`src/rtl/serial_sub_ctrl.sv`:
```
// serial_sub_ctrl
// Bit-serial subtract controller. Sequences one external combinational 1-bit
// full subtractor to compute result = a - b - bin (mod 2^WIDTH), LSB first,
// one bit pair per clock, then pulses done for one cycle.
//
// Optional feature: define SUB_OVF_EN to add the ovf output, the signed
// two's-complement overflow of a - b - bin, registered alongside bout.
//
// Ports
//   clk, reset       rising-edge clock, synchronous active-high reset
//   start            request, sampled only in IDLE
//   a, b, bin        operands, latched when start is accepted
//   busy             high while bits are being processed
//   done             one-cycle pulse, result/bout valid
//   result, bout     difference and final borrow, held until next accepted start
//   ovf              (SUB_OVF_EN only) signed overflow, held with result
//   fs_x/fs_y/fs_z   drive the external subtractor (a bit, b bit, running borrow)
//   fs_diff/fs_borrow  combinational outputs of the external subtractor
module serial_sub_ctrl #(
  parameter int unsigned WIDTH = 8
) (
  input  logic             clk,
  input  logic             reset,
  input  logic             start,
  input  logic [WIDTH-1:0] a,
  input  logic [WIDTH-1:0] b,
  input  logic             bin,
  output logic             busy,
  output logic             done,
  output logic [WIDTH-1:0] result,
  output logic             bout,
`ifdef SUB_OVF_EN
  output logic             ovf,
`endif
  output logic             fs_x,
  output logic             fs_y,
  output logic             fs_z,
  input  logic             fs_diff,
  input  logic             fs_borrow
);

  localparam int unsigned CntW = (WIDTH > 1) ? $clog2(WIDTH) : 1;
  localparam logic [CntW-1:0] LastCnt = CntW'(WIDTH - 1);

  typedef enum logic [1:0] {StIdle, StRun, StDone} state_e;

  state_e           state_q, state_d;
  logic [WIDTH-1:0] a_sh_q, a_sh_d;
  logic [WIDTH-1:0] b_sh_q, b_sh_d;
  logic             borrow_q, borrow_d;
  logic [CntW-1:0]  cnt_q, cnt_d;
  logic [WIDTH-1:0] result_q, result_d;
  logic             bout_q, bout_d;
`ifdef SUB_OVF_EN
  logic             ovf_q, ovf_d;
`endif

  always_ff @(posedge clk) begin
    if (reset) begin
      state_q  <= StIdle;
      a_sh_q   <= '0;
      b_sh_q   <= '0;
      borrow_q <= 1'b0;
      cnt_q    <= '0;
      result_q <= '0;
      bout_q   <= 1'b0;
`ifdef SUB_OVF_EN
      ovf_q    <= 1'b0;
`endif
    end else begin
      state_q  <= state_d;
      a_sh_q   <= a_sh_d;
      b_sh_q   <= b_sh_d;
      borrow_q <= borrow_d;
      cnt_q    <= cnt_d;
      result_q <= result_d;
      bout_q   <= bout_d;
`ifdef SUB_OVF_EN
      ovf_q    <= ovf_d;
`endif
    end
  end

  always_comb begin
    state_d  = state_q;
    a_sh_d   = a_sh_q;
    b_sh_d   = b_sh_q;
    borrow_d = borrow_q;
    cnt_d    = cnt_q;
    result_d = result_q;
    bout_d   = bout_q;
`ifdef SUB_OVF_EN
    ovf_d    = ovf_q;
`endif
    unique case (state_q)
      StIdle: begin
        if (start) begin
          state_d  = StRun;
          a_sh_d   = a;
          b_sh_d   = b;
          borrow_d = bin;
          cnt_d    = '0;
        end
      end
      StRun: begin
        // Diff bits enter at the MSB so bit i lands in place after WIDTH shifts.
        result_d           = result_q >> 1;
        result_d[WIDTH-1]  = fs_diff;
        borrow_d           = fs_borrow;
        a_sh_d             = a_sh_q >> 1;
        b_sh_d             = b_sh_q >> 1;
        cnt_d              = cnt_q + 1'b1;
        if (cnt_q == LastCnt) begin
          state_d = StDone;
          bout_d  = fs_borrow;
`ifdef SUB_OVF_EN
          // On the last bit the shifters hold the operand MSBs and fs_diff is the
          // result MSB.
          ovf_d   = (a_sh_q[0] ^ b_sh_q[0]) & (fs_diff ^ a_sh_q[0]);
`endif
        end
      end
      StDone: state_d = StIdle;
      default: state_d = StIdle;
    endcase
  end

  always_comb begin
    busy   = (state_q == StRun);
    done   = (state_q == StDone);
    fs_x   = busy & a_sh_q[0];
    fs_y   = busy & b_sh_q[0];
    fs_z   = busy & borrow_q;
    result = result_q;
    bout   = bout_q;
`ifdef SUB_OVF_EN
    ovf    = ovf_q;
`endif
  end

endmodule

```
`config.mk`:
```
export PLATFORM = sky130hd
export DESIGN_NAME = serial_sub_ctrl
export DESIGN_NICKNAME = d
export VERILOG_FILES = /design/src/rtl/serial_sub_ctrl.sv
export SDC_FILE = /design/constraint.sdc
export NUM_CORES = 1
export LEC_CHECK = 0
export CORE_MARGIN = 5
export CORE_UTILIZATION = 41
export CTS_BUF_LIST = sky130_fd_sc_hd__clkbuf_16
export CTS_CLUSTER_SIZE = 10
export DETAILED_ROUTE_END_ITERATION = 8
export PLACE_DENSITY = 0.77
export SLEW_MARGIN = 20
export SYNTH_ARGS = -nofsm -noshare
export SYNTH_HDL_FRONTEND = slang
export SYNTH_SLANG_ARGS = --single-unit
export TNS_END_PERCENT = 5
```
`constraint.sdc`:
```
create_clock -name clk -period 1.4 [get_ports clk]
set_input_delay 0.35 -clock clk [delete_from_list [all_inputs] [get_ports clk]]
set_output_delay 0.35 -clock clk [all_outputs]
set_load 0.02 [all_outputs]
```
==> metrics.md <==
| Metric | Value |
|---|---|
| WP data arrival | `1060 ps` |
| Final wirelength | `3150 um` |
| Outcome | `complete, but fails checks` |
| Area of the die | `between 4000 and 5000 um2` |
| Asr flop ratio synth | `0%` |
| Root Buffer | `clkbuf_16` |
| Relative slew margins | `a little under nine tenths` |
| ANT cells | `0` |
| Initial Util | `a little over two fifths` |
| Layout cells sized above 1 | `32.6%` |
| RSZ-0062 raised after global routing | `yes` |
| Worst skew pair latency | `270 ps` |
| Syn nets | `between 150 and 200` |
| Startpoint types | `flip-flop` |
| Post-DP HPWL | `2250 um` |
| Core area | `3390 um2` |
| Die W | `69.5 um` |
| Buf/Inv on CP | `2` |
| Area after DPL | `1910 um2` |
| Leakage power | `roughly 0.00083 uW` |
| Remaining DRCs | `0` |
| Global-route wire length before repair | `between 5000 and 6000 um` |
| Hold-fix buffers, CTS | `0` |
| Vias per inst | `4.99` |
| Hold path start | `result[0]` |
| Final Instance Area | `2070 um2` |
| Layout area overhead | `42.5%` |
| CP Class | `flip-flop to output pin` |
| # port buffers | `35` |
| R2R depth | `6` |
| Die span in y | `a little under 70 um` |
| Clock buffer depth | `2` |
| Final hold vios | `0` |
| Cells after DPL | `225` |
| Max incr delay on CP | `310 ps` |
| Post-synthesis cell type count | `28` |
| Synthesized instance count | `142` |
| Total number of vias | `between 1k and 1.5k` |
| Syn Area/Cell | `10.2 um2` |
| Clk slew on worst S/H paths | `50 ps` |
| Post-synth EDFFs | `0` |
| Critical Path Stages | `4` |
| Clk sink count | `31` |
| Hold crit path type | `flip-flop to flip-flop` |
| CTS tree | `built` |
| GPL Wtd Cong | `0.712` |
| Setup violators final | `3` |
| Top cell type's share of synthesized area | `between 40% and 50%` |
| Main synth FF type | `dfxtp_1` |
| Synthesized flop and latch total | `31` |
| DR pass1 iterations | `4` |
| Max VDD drop | `0.763 mV` |
| Max Slew Vio Count | `0` |
| Inserted Clock Buffers | `5` |
| Initial DRC Count | `49` |
| Minimum clock period | `1410 ps` |
| Post-synth top cells | `31 x dfxtp_1, 17 x nand2_1, 16 x a211oi_2, 16 x mux2i_1` |
| I/O pin cnt | `36` |
| CP Cell Sequence | `nand2b_4 > inv_8 > and2_4 > buf_6` |
| Largest area contributor in the netlist | `dfxtp_1` |
| Clk_skew | `4.65 ps` |
| Initial antenna violation count | `0` |
| Routed Antenna Nets | `0` |
| R2r setup slk | `around 80 ps` |
| Hold EP | `result[0]` |
| Tightest Pin Transition | `204 ps` |
| Failing checks | `negative setup slack` |
| R2r startpoint | `state_q[0]` |
| CP endpoint kind | `output pin` |
| Final cycle utilization of the critical path | `101%` |
| Number of global-route vias before repair | `1258` |
| Syn. warnings | `0` |
| Wire length per cell | `around 14 um` |
| Pwr/cell area | `1120 nW/um2` |
| Crit Reg-Reg Endpoint | `a_sh_q[5]` |
| H-tree depth | `2` |
| Cell with the most instances after synthesis | `dfxtp_1` |
| Remaining Overflow, GRT | `0` |
| Syn Std Cell Area | `1450 um2` |
| Final Net Count | `211` |
| Crit path max-delay family | `flip-flops` |
| Final Worst Setup Slack | `-13.2 ps` |
| Critical Path Fanout Max | `7` |
| Fin cells | `233` |
| Slowest cell on the critical path | `dfxtp_2` |
| Largest cells by area after synthesis | `dfxtp_1 43%, a211oi_2 14%, mux2i_1 11%` |
| Sequential area share after synthesis | `42.8%` |
| Sum Neg Setup Slack | `-30.1 ps` |
| Required @ worst endpoint | `1050 ps` |
| Rows | `21` |
| Max cap viols | `0` |
| Hold Crit Depth | `2` |
| Overall routing resource usage | `14.8%` |
| Fmax | `708 MHz` |
| Largest net degree at the start of global routing | `32` |
final cells by class:
| class | count | area, um2 |
|---|---|---|
| clock inverters | 2 | 8.76 |
| well taps | 46 | 57.6 |
| fillers | 287 | 1320 |
| inverters | 2 | 15.0 |
| multi-input cells | 98 | 746 |
| clock buffers | 5 | 125 |
| flip-flops and latches | 31 | 623 |
| repair buffers | 49 | 493 |
stage by stage:
stage / worst slack, ps / hold slack, ps / power (uW) / utilization, %
6_report: -13.2 / 458 / 2320 / 61.0
5_1_grt: -67.3 / 487 / 2430 / 61.0
4_1_cts: -125 / 456 / 2340 / 59.8
3_5_place_dp: -314 / 451 / 1350 / 56.3
3_3_place_gp: -306 / 447 / 1330 / 56.3
2_1_floorplan: 13.5 / 415 / 1200 / -
worst max path at each step:
stage,from,end,slack [ps]
2_1_floorplan,state_q[0],fs_x,10
3_3_place_gp,state_q[1],fs_x,-310
3_5_place_dp,state_q[1],fs_x,-310
4_1_cts,state_q[1],fs_z,-130
5_1_grt,state_q[1],fs_z,-70
6_report,state_q[1],fs_z,-10
cell families (layout without fill, tap and decap cells):
family                   Yosys count  in the layout  synth area share, %
multiplexers                      16             16                 11.0
flip-flops                        31             31                 42.8
AO/OA/AOI/OAI                     33             33                 21.2
buffers and inverters             13             58                 7.07
adder cells (fa/ha/maj)            2              2                 1.72
AND/OR/NAND/NOR                   47             47                 16.2
registers in the layout, summed over array words and instances, names as in the netlist:
name,flops
a_sh_q,8
b_sh_q,8
result,8
cnt_q,3
state_q,2
borrow_q,1
bout,1
power breakdown:
part,switching (uW),internal [uW]
Sequential,31.1,936
Clock,346,635
Combinational,168,204
worst register-to-register path, delay by kind of cell (launching register included):
kind            cells  cell delay [ps]
simple gates        1              130
compound gates      2              290
flops               1              330
buf+inv             3              450
cell usage in the layout (no fill, tap or decap):
cell type         n
buf_4            12
o21ba_4           1
clkbuf_16         5
nor2_1           10
nand4bb_1         2
nor2_2           10
and2_4            3
inv_1             1
buf_12            4
nor3_1            1
nand2_1          17
clkinv_2          1
a22oi_1           2
nand3_1           1
mux2i_1          16
o21bai_1          1
dfxtp_1          29
buf_6             3
clkdlybuf4s50_1  21
a21oi_2           1
o21ai_0           2
a21oi_1          10
dfxtp_2           2
a211oi_2         16
inv_8             1
nor2b_2           1
clkinv_1          1
nand2b_4          1
dlygate4sd2_1     9
ha_1              2
nand3b_1          1
routing by layer:
layer	part of all wire, %	wire, um	vias to the layer above	GRT usage [%]
li1	-	-	584	-
met1	41	1290	541	15.8
met2	49	1560	32	24.7
met3	7.6	241	5	7.39
met4	2.1	65	0	6.51
met5	0	0	-	0
timing repair:
action                     CTS  global route
pin swaps                    0             2
setup endpoints to repair   29            20
buffers inserted             0             1
gates resized for setup     37            10
No activity file was read; power rests on OpenSTA's default activity.
